==> src/rtl/cpu_defs.sv <==
// cpu_defs: shared CPU constants and the instruction-memory legal-range check.
package cpu_defs;
    localparam logic [31:0] RESET_PC_DEF = 32'h0000_3000;
    localparam int          IM_WORDS_DEF = 4096;
    localparam logic [31:0] NOP_INSTR    = 32'h0000_0000;

    // Word-aligned and inside [base, base + 4*words); computed in 33 bits so the top bound cannot wrap.
    function automatic logic pc_legal(input logic [31:0] pc, input logic [31:0] base, input int words);
        logic [32:0] limit;
        limit = {1'b0, base} + (33'(words) << 2);
        return (pc[1:0] == 2'b00) && (pc >= base) && ({1'b0, pc} < limit);
    endfunction
endpackage

==> src/rtl/if_id_reg.sv <==
// if_id_reg: IF/ID pipeline register; flush beats stall beats capture, async active-low reset.
module if_id_reg
    import cpu_defs::*;
#(
    parameter logic [31:0] RESET_PC = RESET_PC_DEF
) (
    input  logic        clk,
    input  logic        reset,
    input  logic        stall,
    input  logic        flush,
    input  logic [31:0] instr_in,
    input  logic [31:0] pc_in,
    input  logic        fault_in,
    output logic [31:0] instr_d,
    output logic [31:0] pc_d,
    output logic [31:0] pc8_d,
    output logic        fault_d
);
    // A flush leaves pc_d/pc8_d alone so the bubble still carries the last real PC.
    always_ff @(posedge clk or negedge reset) begin
        if (!reset) begin
            instr_d <= NOP_INSTR;
            pc_d    <= RESET_PC;
            pc8_d   <= RESET_PC + 32'd8;
            fault_d <= 1'b0;
        end else if (flush) begin
            instr_d <= NOP_INSTR;
            fault_d <= 1'b0;
        end else if (!stall) begin
            instr_d <= instr_in;
            pc_d    <= pc_in;
            pc8_d   <= pc_in + 32'd8;
            fault_d <= fault_in;
        end
    end
endmodule

==> src/rtl/if_fetch_unit.sv <==
// if_fetch_unit: MIPS fetch stage; PC register, next-PC select, fetch fault check and IF/ID capture.
module if_fetch_unit
    import cpu_defs::*;
#(
    parameter logic [31:0] RESET_PC = RESET_PC_DEF,
    parameter int          IM_WORDS = IM_WORDS_DEF
) (
    input  logic        clk,
    input  logic        reset,
    input  logic        stall,
    input  logic        flush,
    input  logic        redirect_en,
    input  logic [31:0] redirect_pc,
    input  logic [31:0] instr_f,
    output logic [31:0] pc_f,
    output logic [31:0] instr_d,
    output logic [31:0] pc_d,
    output logic [31:0] pc8_d,
    output logic        fault_d
);
    logic [31:0] pc_next;
    logic        fault_f;

    assign fault_f = !pc_legal(pc_f, RESET_PC, IM_WORDS);

    // Redirect during stall is dropped; decode re-asserts it once it is released.
    always_comb pc_next = stall ? pc_f : redirect_en ? redirect_pc : pc_f + 32'd4;

    always_ff @(posedge clk or negedge reset) begin
        if (!reset) pc_f <= RESET_PC;
        else        pc_f <= pc_next;
    end

    if_id_reg #(.RESET_PC(RESET_PC)) u_if_id (
        .clk      (clk),
        .reset    (reset),
        .stall    (stall),
        .flush    (flush),
        .instr_in (fault_f ? NOP_INSTR : instr_f),
        .pc_in    (pc_f),
        .fault_in (fault_f),
        .instr_d  (instr_d),
        .pc_d     (pc_d),
        .pc8_d    (pc8_d),
        .fault_d  (fault_d)
    );
endmodule

==> config.mk <==
export PLATFORM = sky130hd
export DESIGN_NAME = if_fetch_unit
export DESIGN_NICKNAME = d
export VERILOG_FILES = /design/src/rtl/cpu_defs.sv /design/src/rtl/if_id_reg.sv /design/src/rtl/if_fetch_unit.sv
export SDC_FILE = /design/constraint.sdc
export NUM_CORES = 1
export LEC_CHECK = 0
export BUFFER_PORTS_ARGS = -buffer_cell sky130_fd_sc_hd__buf_2
export CAP_MARGIN = 20
export CORE_ASPECT_RATIO = 1.4
export CORE_UTILIZATION = 46
export DETAILED_ROUTE_END_ITERATION = 10
export GPL_TIMING_DRIVEN = 0
export PLACE_DENSITY = 0.76
export SYNTH_ARGS = -nofsm -noshare
export SYNTH_HDL_FRONTEND = slang
export SYNTH_SLANG_ARGS = --single-unit
==> constraint.sdc <==
create_clock -name clk -period 2.23 [get_ports clk]
set_clock_uncertainty 0.2 [all_clocks]
set_input_delay 0.1115 -clock clk [delete_from_list [all_inputs] [get_ports clk]]
set_output_delay 0.1115 -clock clk [all_outputs]
set_load 0.005 [all_outputs]
======== Word-level counts from Yosys, hierarchy flattened ========
Index checks and enable logic that the tools add are counted.
storage, ports and cells
  register bits ........................... 129
  bits in latches ......................... 0
  RAM bits ................................ 0
  memory bits (read-only) ................. 0
  output and inout port bits .............. 129
  memories kept ........................... 0
cells by class
  add/subtract/negate cells ............... 2
  multiply operators ...................... 0
  divide/modulo/power cells ............... 0
  magnitude comparators ................... 2
  eq/ne operators ......................... 1
  shifts and indexed selects .............. 0
  mux-type cells .......................... 6
  bitwise logic cells ..................... 2
  reductions and logical operators ........ 5
operators with widths
  kind                                                                      count
  32-bit 2-to-1 mux                                                         4
  32-bit by 3-bit adder with 32-bit output (second input constant)          1
  32-bit by 4-bit adder with 32-bit output (second input constant)          1
  32-bit by 14-bit >= comparator with 1-bit output (second input constant)  1
  32-bit by 15-bit < comparator with 1-bit output (second input constant)   1
  1-bit logical AND                                                         2
  2-bit logical NOT                                                         1
  1-bit 2-to-1 mux                                                          2
  2-bit by 1-bit != test with 1-bit output (second input constant)          1
  1-bit inverter                                                            2
  2-bit AND reduction                                                       1
  1-bit logical NOT                                                         1

======== Longest topological paths before layout ========
Gate-level depths: netlist (run 1).
  depth after elaboration ................. 6
  gate-level depth with buffers ........... 7
  mapped depth without buffers ............ 5

======== Hierarchy ========
Synthesis (run 1) repeated with hierarchy kept, for this count alone.
unflattened totals
  cells, all modules ...................... 728
  area, all modules ....................... 6,621.4 µm²
modules (own cells, without submodules)
  module         times used  cells an instance  area an instance (µm²)  seq. area each (µm²)
  if_id_reg      1           427                4,159.0                 2,358.5
  if_fetch_unit  1           301                2,462.4                 803.3

======== Worst setup path after synthesis (run 1) ========
OpenSTA, ideal clock, no wires.
  path type ............................... register to register
  start ................................... register pc_f[4]
  end ..................................... register pc_f[17]
  data arrival time ....................... 2.046 ns
  data required time ...................... 1.914 ns
  path slack .............................. -0.132 ns
  stages on the path, launching flop included .. 8
  path buffers ............................ 2
  period minus slack after synthesis ...... 2.362 ns
  path through ............................ dfrtp_1 -> ha_1 -> clkbuf_1 -> nand4_1 -> or3_1 -> clkbuf_1 -> or4_1 -> o311ai_0
on the way
  word-level cells in the longest chain between the ends .. 2
RTL lines
  item                                      line                 source
  start: declaration                        if_fetch_unit.sv:15  output logic [31:0] pc_f,
  start signal: assignment                  if_fetch_unit.sv:31  else pc_f <= pc_next;
  32-bit by 3-bit adder with 32-bit output  if_fetch_unit.sv:27  always_comb pc_next = stall ? pc_f : redirect_en ? redirect_pc : pc_f + 32'd4;
  32-bit 2-to-1 mux                         if_fetch_unit.sv:27
Every way passes these cells.
A chain may end at the register's enable or synchronous reset.

======== Final worst setup path (run 1) ========
  start ................................... register pc_f[10]
  end ..................................... register pc_f[18]
Same word-level chain as after synthesis.

==> summary by stage, run 1 <==
Outcome
The run finished, with violations left. The checks that failed: negative setup slack.

Finish
After routing the design area is 0.00947 mm^2. The most common cell after layout, fill and taps aside is sky130_fd_sc_hd__buf_2. The number of nets in the final layout is between 1000 and 1500. In the layout the commonest cells are sky130_fd_sc_hd__buf_2, sky130_fd_sc_hd__nand2_1, sky130_fd_sc_hd__dfrtp_1. The number of fillers in the final layout is 960.

The diode insertion count for antenna repair is 0. The synthesis-to-finish area growth is 51.1%. The post-route netlist has 32.8% of its cells at a drive strength greater than 1.

Clock network
The clock passes through at most 2 buffers. The H-tree depth reported by CTS is 4. The number of buffers created by CTS is 17. The root cell of the clock tree is sky130_fd_sc_hd__clkbuf_16. The clock sink count is 126. Clock-pin slew was measured on the worst setup and hold paths at roughly 60 ps.

The clock tree from TritonCTS is built. At the later pin of the worst-skew pair, clock insertion delay measures 420 ps.

STA
At the pin with the least slew margin, the transition time is 872 ps. Setup repair after global routing could not meet its margin everywhere. Setup slack on the critical path of the routed design comes to -117 ps. The clock period minus final worst setup slack is between 2000 and 2500 ps. The ratio of final minimum period to clock period is 105%.

The achievable clock frequency is 426 MHz. The number of pins with negative max-slew slack in the final report is 0. The final-report hold violation count is 0.

The number of setup violations in the final report is 13. The max-slew headroom at the worst pin is between 40% and 50%.

Synth
Of all flip-flops after synthesis, the portion carrying an async set or reset was 100%. The Yosys step of the flow raised 0 warnings. For this run, the leading register cell type out of synthesis is sky130_fd_sc_hd__dfrtp_1. Synthesis inferred approximately 130 register bits. The count of flip-flops with a built-in enable after synthesis is 0.

The sequential cell area fraction in the yosys report is between 50% and 60%. The synthesized instance count is slightly above 700. The number of library cell types mapped by synthesis is 57.

The post-synthesis area per instance is approximately 8.9 um^2. The net count after synthesis is between 700 and 800. The area of the mapped netlist is 0.00627 mm^2.

Drt
Dividing the detail-routed wire length by the instance count gives between 20 and 25 um. For this block, the initial DRC count from the detailed router was 800. The final antenna-violating net count is 0.

The first TritonRoute pass finished after 8 iterations. The DRC violation count after routing is 0. The total wire length is roughly 25 mm. Summing over every cut layer, the via total after detailed routing is 7448. Dividing the detail-routed via count by the number of cells gives slightly above 6.

Setup path
The origin of the worst setup path is pc_f[10]. Walking the worst path, the cells encountered are buf_6 -> nand4_1 -> buf_6 -> or4_4 -> or4_1 -> nand3_1. The start-to-end type of the worst setup path is flop to flop. The slowest cell on the critical path is sky130_fd_sc_hd__or4_4. The required arrival time at the worst endpoint is 2390 ps. The kind of capture point of the worst setup path is a flop. The timing endpoint of the critical path is pc_f[18]. The reg-to-reg startpoint is pc_f[10]. Across all register-to-register paths, the minimum setup slack is -120 ps. The capturing point of the worst reg2reg path is pc_f[18].

The worst setup path is launched from a flop. The delay of the slowest cell on the worst path is about 600 ps. Measured in cells, the most critical reg-to-reg path has a length of 6. Along the worst path, the maximum fanout reaches 7.

Data on the critical path arrives at its endpoint at ~2500 ps. By instance count, the cell type seen most on the critical path is sky130_fd_sc_hd__buf_6.

Place
Routability-driven placement finished with a final weighted congestion of 0.904. The post-placement worst setup slack is -387 ps. In this run the tool buffered the top-level ports with approximately 200 buffer cells.

The placed instances occupy a cell area of around 0.0075 mm^2. The wire-length estimate of the detail-placed layout is 15.2 mm.

Worst hold path
The path category of the worst min-delay check is primary input to async pin.

Global route
For this run, global-route usage on met1 was measured as ~43%. In the global route stage, met2 resource usage came out at between 50% and 60%. The first global-routing pass estimated between 30 and 40 mm of wire. For this run the aggregate overflow at the end of global routing stands at 0. The layer flagged by global routing as most heavily used is met2. The maximum number of pins on one net before global-route repair is 84. The fraction of met3 tracks used by global routing is under 10%.

The number of antenna violations at the first check in global routing is 0. The total track usage is around 36%. The via count of the first global-routing pass is around 7200.

Die
The die width is approximately 100 um. From bottom edge to top edge, the die measures around 140 um. Once the floorplan was initialized, standard cells occupied between 40% and 50% of the core. The region available for standard cell placement spans ~0.013 mm^2. The floorplan has 50 rows. In this run the count of I/O pins placed on the die edge is between 150 and 200. The die footprint is 0.0141 mm^2.

Pwr
The peak ir drop on the vdd network is 641 uV. Summing internal, switching and leakage power gives approximately 7.4 mW. For this design the static power due to leakage is ~4.4 nW.

In this run the power density over the cells is 786 mW/mm^2.

Job
Max-cap violations in this run came to 0.
[stage by stage]
| stage | hold WS (ps) | util, % | TNS (ps) | std cells |
|---|---|---|---|---|
| after floorplan | -384 | - | -15.9 | 705 |
| after global placement | 104 | 56.2 | -114700 | 1083 |
| after detailed placement | -130 | 56.5 | -11070 | 1084 |
| after CTS | 49.7 | 68.9 | -13.5 | 1203 |
| after global routing | 56.8 | 71.1 | -964 | 1212 |
| final | 59.4 | 71.1 | -417 | 1212 |
[critical path, delay by kind of cell, from the launching register on]
family / cells / cell delay, ps
simple gates: 4 / 1380
flops: 1 / 370
buf+inv: 2 / 330
[how the worst min path moves through the flow]
stage | depth (start not counted) | slack (ps) | end | start
6_report | 2 | 60 | u_if_id.pc8_d[12] | reset
5_1_grt | 2 | 60 | u_if_id.pc8_d[3] | reset
4_1_cts | 2 | 50 | u_if_id.pc8_d[3] | reset
3_5_place_dp | 1 | -130 | u_if_id.pc_d[4] | reset
3_3_place_gp | 3 | 100 | pc_f[1] | redirect_pc[1]
2_1_floorplan | 0 | -380 | pc_f[0] | reset
[synth_stat cells, types with 3 or more instances]
cell type / number / area share [%]
sky130_fd_sc_hd__clkbuf_1: 56 / 3.4
sky130_fd_sc_hd__and2_1: 5 / 0.50
sky130_fd_sc_hd__xnor2_1: 9 / 1.3
sky130_fd_sc_hd__a21oi_1: 13 / 1.0
sky130_fd_sc_hd__o41ai_1: 3 / 0.42
sky130_fd_sc_hd__o22ai_1: 4 / 0.40
sky130_fd_sc_hd__or4_1: 7 / 0.84
sky130_fd_sc_hd__a31oi_1: 16 / 1.6
sky130_fd_sc_hd__nor2b_1: 6 / 0.60
sky130_fd_sc_hd__nand3b_1: 4 / 0.48
sky130_fd_sc_hd__or3_1: 14 / 1.4
sky130_fd_sc_hd__and3_1: 9 / 0.90
sky130_fd_sc_hd__nor4_1: 15 / 1.5
sky130_fd_sc_hd__a32oi_1: 33 / 4.6
sky130_fd_sc_hd__dfrtp_1: 119 / 48
sky130_fd_sc_hd__a22oi_1: 8 / 0.96
sky130_fd_sc_hd__o21ai_0: 59 / 4.7
sky130_fd_sc_hd__dfstp_2: 7 / 2.9
sky130_fd_sc_hd__inv_1: 12 / 0.72
sky130_fd_sc_hd__buf_2: 8 / 0.64
sky130_fd_sc_hd__buf_4: 4 / 0.48
sky130_fd_sc_hd__o311ai_0: 4 / 0.56
sky130_fd_sc_hd__nand2_1: 123 / 7.4
sky130_fd_sc_hd__nand3_1: 15 / 1.2
sky130_fd_sc_hd__nand4_1: 19 / 1.9
sky130_fd_sc_hd__nor3_1: 16 / 1.3
sky130_fd_sc_hd__and4_1: 5 / 0.70
sky130_fd_sc_hd__a311oi_1: 5 / 0.70
sky130_fd_sc_hd__nor2_1: 67 / 4.0
sky130_fd_sc_hd__ha_1: 3 / 0.60
sky130_fd_sc_hd__xor2_1: 4 / 0.56
[final cells by class]
class / instances / area [um^2] / area share (%)
timing repair buffer: 301 / 2050 / 21.7
tap: 182 / 228 / 2.40
inverter: 12 / 45.0 / 0.476
clock inverter: 11 / 165 / 1.74
sequential: 126 / 3170 / 33.4
buffer: 63 / 349 / 3.69
multi-input combinational: 497 / 3010 / 31.8
clock buffer: 20 / 457 / 4.82
[state kept, by name (all words and copies together), names as in the netlist]
name and flops:
u_if_id.pc_d 32, u_if_id.instr_d 32, u_if_id.pc8_d 29, pc_f 32
u_if_id.fault_d 1
[cell families after synthesis]
| kind of cell | after synthesis | share of synthesized area, % |
|---|---|---|
| adders and majority gates | 3 | 0.599 |
| DFF | 126 | 50.4 |
| xor gates and xnor gates | 13 | 1.82 |
| AOI/OAI and AO/OA | 164 | 17.6 |
| buffers and inverters | 83 | 5.49 |
| muxes | 2 | 0.319 |
| and+or+nand+nor | 314 | 23.7 |
[timing repair]
item | in CTS | in global routing
gates cloned | 2 | 1
setup buffers | 23 | 9
endpoints found under the setup margin | 61 | 59
pin swaps | 11 | 19
endpoints found under the hold margin | 189 | 0
hold buffers | 69 | 0
resized for setup | 49 | 54
[power breakdown]
part           switching [mW]  internal (mW)
clock network            1.05           1.91
logic                   0.877          0.733
registers               0.283           2.59
total                    2.21           5.24
[layer usage]
metal / share of wire (%) / vias up / wire [um]
met2: 48 / 629 / 11900
met3: 9.6 / 169 / 2400
li1: - / 3172 / -
met1: 36 / 3478 / 8960
met5: 0 / - / 0
met4: 6.6 / 0 / 1650
(Power assumes the default switching activity.)
==> run 2, diff against run 1 <==
Settings changed: GPL_TIMING_DRIVEN 0 to default, SETUP_SLACK_MARGIN from default to 0.15.
==> run 2 against run 1 <==
- the run now ends clean
- final area fell by 3.1%
- hold slack got worse by 27 ps
- clock power rose by 2%
- core utilization decreased by 2.2 points
- global-route usage is 4.6 points lower
- non-clock buffer count down 35
- first-iteration DRC count rose by 8.1%
- register-to-register slack gained 260 ps
- die area did not move
- setup slack gained 260 ps
- critical path type unchanged
==> summary by stage, run 2 (synthesis gave the netlist of run 1 again) <==
Drt
The total wire length came to 21.5 mm (-14%). The final antenna-violating net count is 0 (unchanged). The total number of vias is 6777 (-9.0%). The number of DRC markers after the initial detailed-route iteration is 865 (+8.1%). The detailed-routing iteration count for the pre-antenna-repair pass is 5 (-3). The average routed wire per standard cell is 18.2 um (-11%). The mean number of vias per cell was 5.76 (-6.3%). The DRC violation count after routing is 0 (unchanged).

STA
The ratio of final minimum period to clock period was 93.6% (-12 points). The number of pins with negative max-slew slack in the final report is 0 (unchanged). The number of setup violations in the final report is 0 (-13).

Setup repair after global routing could not meet its margin everywhere. The max-slew headroom at the worst pin is 40.2% (-1.4 points). The clock period minus final worst setup slack is 2090 ps (-260 ps).

The final-report hold violation count is 0 (unchanged). The slew at the pin closest to its max-slew limit is 897 ps (+24.4 ps). The minimum hold slack was 32.2 ps (-27.2 ps). The total negative slack came to 0 ps (+417 ps).

The achievable clock frequency is 479 MHz (+12%).

Setup path
The highest fanout seen on the critical path is 8 (+1). The start-to-end type of the worst setup path is flop to flop. The worst setup path is launched from a flop.

The kind of capture point of the worst setup path is a flop. The required arrival time at the worst endpoint came to 2310 ps (-80 ps). The critical path data arrival time is 2170 ps (-330 ps).

Clock network
The clock slew at the register clock pins of the worst setup and hold paths is 60 ps (about the same). The maximum root-to-sink buffer count came to 2 (unchanged). The insertion delay of the later-clocked pin in the worst-skew pair is 410 ps (about the same). The number of buffers created by CTS is 17 (unchanged). The H-tree depth reported by CTS is 4 (unchanged). The clock sink count is 126 (unchanged).

The root cell of the clock tree is sky130_fd_sc_hd__clkbuf_16. TritonCTS built the clock tree.

Die
The core footprint is 0.0133 mm^2 (unchanged). The y dimension of the die was 140 um (unchanged). The die footprint came to 0.0141 mm^2 (unchanged). The number of rows in the core area is 50 (unchanged). The die width is 101 um (unchanged). The top-level I/O count was 198 (unchanged). The initial standard-cell utilization of the core is 47.0% (unchanged).

Worst hold path
The min-delay analysis places its worst path in the category primary input to flop.

Global route
The total track usage came to 31.0% (-4.6 points). The maximum number of pins on one net before global-route repair is 54 (-36%). The total congestion overflow after global routing is 0 (unchanged).

The via count of the first global-routing pass is 6542 (-8.7%). The wire length of the first global-routing pass is 34.0 mm (-10%). The number of antenna violations at the first check in global routing is 0 (unchanged).

Place
The count of placed standard cells including taps is 1072 (-1.1%). The number of I/O port buffers is 197 (+0.51%). The sum of net half-perimeters after detailed placement is 14.0 mm (-7.8%). The final weighted congestion in routability-driven placement is 0.924 (+2.1%).

Finish
The number of nets in the final layout came to 1054 (-3.3%). The number of standard cells in the layout, taps in and fillers out is 1177 (-2.9%). The most common cell after layout, fill and taps aside is sky130_fd_sc_hd__buf_2. Compared with the post-synthesis result, the final layout area differs by 46.3%. The top cell types in the final layout, fill and taps aside, are sky130_fd_sc_hd__buf_2, sky130_fd_sc_hd__nand2_1, sky130_fd_sc_hd__dfrtp_1. The share of post-route cells with drive strength above 1 came to 32.7% (-0.15 points).

The number of fillers in the final layout is 1082 (+13%). The diode insertion count for antenna repair is 0 (unchanged). The largest registers in the layout are pc_f: 32 flops, u_if_id.instr_d: 32 flops, u_if_id.pc_d: 32 flops.

Pwr
The cell area power density is 806 mW/mm^2 (+2.5%). The leakage power figure is 4.33 nW (-1.7%). The peak ir drop on the vdd network is 496 uV (-23%). The total power consumption of the routed design is 7.39 mW (-0.76%).

Outcome
The run finished with clean final reports.

Job
The reported max-cap violation count was 0 (unchanged).
-- run 2: through the flow --
stage	worst slack [ps]	cell area (um^2)	utilization (%)
2_1_floorplan	82.1	6300	-
3_3_place_gp	109	7700	57.8
3_5_place_dp	72.5	7700	57.8
4_1_cts	138	9060	68.0
5_1_grt	80.2	9170	68.8
6_report	143	9170	68.8
-- run 2: critical path: stages, from the launching register on --
cell                      delay, ps
sky130_fd_sc_hd__dfrtp_2        410
sky130_fd_sc_hd__ha_4           140
sky130_fd_sc_hd__nand2_1         80
sky130_fd_sc_hd__or4_4          580
sky130_fd_sc_hd__buf_6          170
sky130_fd_sc_hd__o21ai_0        280
sky130_fd_sc_hd__nand3_2        100
-- run 2: worst paths after layout --
path / startpoint / endpoint / slack, ps / cells after the start
max reg2reg: pc_f[3] / pc_f[18] / 140 / 6
max: pc_f[3] / pc_f[18] / 140 / 6
min in group asynchronous: reset / u_if_id.pc_d[7] / 530 / 3
min reg2reg: u_if_id.pc_d[12] / u_if_id.pc_d[12] / 260 / 2
min: flush / u_if_id.instr_d[17] / 30 / 3
max in group asynchronous: reset / u_if_id.instr_d[24] / 320 / 4
-- run 2: cell type report --
class	instances	area (um^2)	area share [%]
Sequential cell	126	3170	34.5
Multi-Input combinational cell	496	2870	31.3
Timing Repair Buffer	329	2210	24.1
Clock buffer	17	425	4.64
Tap cell	182	228	2.48
Clock inverter	15	220	2.40
Inverter	12	45.0	0.491
-- run 2: per-layer routing --
layer  GRT usage, %  vias to the layer above  routed length [um]
met5              0                        -                   0
met4           15.9                        0                 800
met3           5.84                       75                1780
met2           50.5                      422               10500
met1           39.1                     3190                8400
li1               -                     3090                   -
-- run 2: power by group --
group / total, mW / switching, mW / internal [mW]
Sequential: 2.80 / 0.208 / 2.59
Clock: 3.04 / 1.06 / 1.98
Combinational: 1.55 / 0.847 / 0.707
-- run 2: repair_timing --
action | in CTS | in global routing
endpoints found under the setup margin | 13 | 59
pin swaps | 0 | 3
buffers inserted | 2 | 3
hold buffers | 68 | 0
endpoints found under the hold margin | 186 | 0
resized for setup | 3 | 18
==> run 3, diff against run 2 <==
Settings changed: SETUP_SLACK_MARGIN 0.15 to default.
==> run 3 against run 2 <==
- via count is 0.86% lower
- flip-flop and latch count stayed put
- core utilization is 0.89 points lower
- non-clock buffer count is 2 lower
- first-iteration DRC count is 38% lower
- clock power hardly changed
- critical path depth is 1 lower
- global-route usage is 0.21 points lower
- register-to-register slack worse by 50 ps
- critical endpoint is now pc_f[22]
==> summary by stage, run 3 (synthesis gave the netlist of run 1 again) <==
Drt
The mean number of vias per cell was 5.72 (-0.60%). The DRC violation count after routing is 0 (unchanged). The number of DRC markers after the initial detailed-route iteration is 534 (-38%). The total number of vias is 6719 (-0.86%).

The final antenna-violating net count is 0 (unchanged). The average routed wire per standard cell is 18.0 um (-1.2%). The total wire length is 21.2 mm (-1.4%). The detailed-routing iteration count for the pre-antenna-repair pass is 6 (+1).

Finish
The area growth from synthesis to layout is 44.4%. The number of fillers in the final layout is 1066 (-1.5%). The largest registers in the layout are pc_f: 32 flops, u_if_id.instr_d: 32 flops, u_if_id.pc_d: 32 flops.

The number of nets in the final layout was 1052 (-0.19%). The number of standard cells in the layout, taps in and fillers out was 1174 (-0.25%). In the layout the commonest cells are sky130_fd_sc_hd__buf_2, sky130_fd_sc_hd__nand2_1, sky130_fd_sc_hd__dfrtp_1.

The most common cell after layout, fill and taps aside is sky130_fd_sc_hd__buf_2. The diode insertion count for antenna repair was 0 (unchanged). The share of post-route cells with drive strength above 1 came to 30.5% (-2.1 points). The sequential standard cell area is 0.00316 mm^2 (-0.12%). The footprint of the multi-input gates is 0.00277 mm^2 (-3.4%).

STA
Setup repair after global routing left no endpoint under its margin. The number of pins with negative max-slew slack in the final report is 0 (unchanged). The final-report hold violation count is 0 (unchanged).

The achievable clock frequency is 468 MHz (-2.4%). The slew at the pin closest to its max-slew limit is 950 ps (+53.3 ps). The total negative slack is 0 ps (unchanged). The ratio of final minimum period to clock period came to 95.9% (+2.3 points).

The clock period minus final worst setup slack is 2140 ps (+51.7 ps). The max-slew headroom at the worst pin is 36.5% (-3.7 points). The number of setup violations in the final report is 0 (unchanged).

Job
The reported max-cap violation count is 0 (unchanged).

Pwr
The peak ir drop on the vdd network was 552 uV (+11%). The switching share of total power is 28.6% (about the same). The clock network fraction of total power came to 41.4% (+0.3 points).

The cell area power density is 814 mW/mm^2 (+0.96%). The net switching power is 2.11 mW (-0.36%). The internal power consumption is 5.26 mW (-0.34%).

The leakage power figure was 4.29 nW (-0.96%). The power share of the combinational group was 20.7% (-0.3 points). The power share of the sequential group came to 37.9% (about the same).

Setup path
The startpoint class of the critical path is a flop. The kind of capture point of the worst setup path is a flop. The critical path data arrival time was 2230 ps (+60 ps). The flop-to-flop setup slack was 90 ps (-50 ps). The start-to-end type of the worst setup path is flop to flop. The required arrival time at the worst endpoint is 2330 ps (+20 ps).

The highest fanout seen on the critical path is 8 (unchanged).

Global route
The total congestion overflow after global routing came to 0 (unchanged). The via count of the first global-routing pass is 6546 (+0.061%). The wire length of the first global-routing pass is 33.3 mm (-1.9%). The total track usage is 30.8% (-0.21 points). The maximum number of pins on one net before global-route repair is 127 (+140%). The number of antenna violations at the first check in global routing is 0 (unchanged).

Worst hold path
In this run the worst hold path is classified as primary input to async pin.

Clock network
The insertion delay of the later-clocked pin in the worst-skew pair came to 430 ps (+20 ps). The maximum root-to-sink buffer count was 2 (unchanged). The root cell of the clock tree is sky130_fd_sc_hd__clkbuf_16. The clock tree from TritonCTS is built. The H-tree depth reported by CTS is 4 (unchanged).

The clock sink count is 126 (unchanged). The number of buffers inserted to repair setup after CTS came to 0 (-2). The clock slew at the register clock pins of the worst setup and hold paths was 60 ps (about the same). The number of buffers created by CTS came to 17 (unchanged).

Die
The die footprint is 0.0141 mm^2 (unchanged). The core footprint is 0.0133 mm^2 (unchanged). The die width is 101 um (unchanged). The top-level I/O count was 198 (unchanged). The number of rows in the core area is 50 (unchanged). The initial standard-cell utilization of the core was 47.0% (unchanged). The y dimension of the die is 140 um (unchanged).

Place
The number of I/O port buffers came to 197 (unchanged). The count of placed standard cells including taps is 1075 (+0.28%). The sum of net half-perimeters after detailed placement is 13.8 mm (-1.6%).

The final weighted congestion in routability-driven placement is 0.892 (-3.4%).

Outcome
The flow ran to the end, and the final reports show no timing, DRC or antenna violations.
## run 3: cell count changes in the layout (fill, tap and decap cells not counted), moves of 3 or more
| cell | before | now |
|---|---|---|
| sky130_fd_sc_hd__o41ai_1 | 0 | 3 |
| sky130_fd_sc_hd__o41ai_2 | 3 | 0 |
| sky130_fd_sc_hd__nor4_2 | 3 | 0 |
| sky130_fd_sc_hd__dfrtp_1 | 115 | 118 |
| sky130_fd_sc_hd__dfrtp_2 | 4 | 1 |
| sky130_fd_sc_hd__nor4_1 | 12 | 15 |
## run 3: power by group through the flow
stage / combinational, mW / clock, mW / sequential (mW)
2_1_floorplan: 0.628 / 0 / 2.84
3_3_place_gp: 1.38 / 0 / 2.81
3_5_place_dp: 1.40 / 0 / 2.82
4_1_cts: 1.50 / 3.07 / 2.79
5_1_grt: 1.67 / 3.17 / 2.82
6_report: 1.52 / 3.05 / 2.79
## run 3: path summary, 6_finish.rpt
kind / from / endpoint / cells past startpoint
hold reg to reg: u_if_id.pc_d[12] / u_if_id.pc_d[12] / 2
min in group clk: redirect_pc[1] / pc_f[1] / 4
setup reg to reg: pc_f[13] / pc_f[22] / 5
setup / recovery: pc_f[13] / pc_f[22] / 5
max in group asynchronous: reset / u_if_id.pc8_d[27] / 3
hold / removal: reset / u_if_id.instr_d[0] / 3
## run 3: metrics by stage
stage               utilization [%]  area, um^2  worst slack (ps)  power, mW  hold slack (ps)
floorplan                         -        6280             -15.9       3.47             -384
global placement               57.9        7720               112       4.20             79.0
detailed placement             57.9        7720              84.5       4.23             74.0
CTS                            67.9        9040              71.9       7.36              171
global route                   67.9        9050              4.32       7.66              183
finish                         67.9        9050              91.3       7.36              109
## run 3: repair_timing
| item | in CTS | in global routing |
|---|---|---|
| endpoints found under the setup margin | 0 | 5 |
| gates resized for setup | 0 | 2 |
| hold buffers | 68 | 0 |
| endpoints found under the hold margin | 195 | 0 |
## run 3: per-layer routing
metal	GRT usage (%)	wire length, um
met2	49.7	10300
met3	6.49	1530
met4	16.4	840
met1	38.4	8440
met5	0	0
## run 3: cell type report
type | count | share of cell area [%]
sequential | 126 | 34.9
multi-input combinational | 496 | 30.6
timing repair buffer | 327 | 24.3
clock buffer | 17 | 4.70
tap | 182 | 2.52
clock inverter | 14 | 2.40
inverter | 12 | 0.498
## run 3: critical path, cell delays in order (launching register included)
cell	delay (ps)
sky130_fd_sc_hd__dfstp_2	550
sky130_fd_sc_hd__nand2_1	100
sky130_fd_sc_hd__or4_4	590
sky130_fd_sc_hd__buf_4	190
sky130_fd_sc_hd__o41ai_1	260
sky130_fd_sc_hd__a21oi_1	110
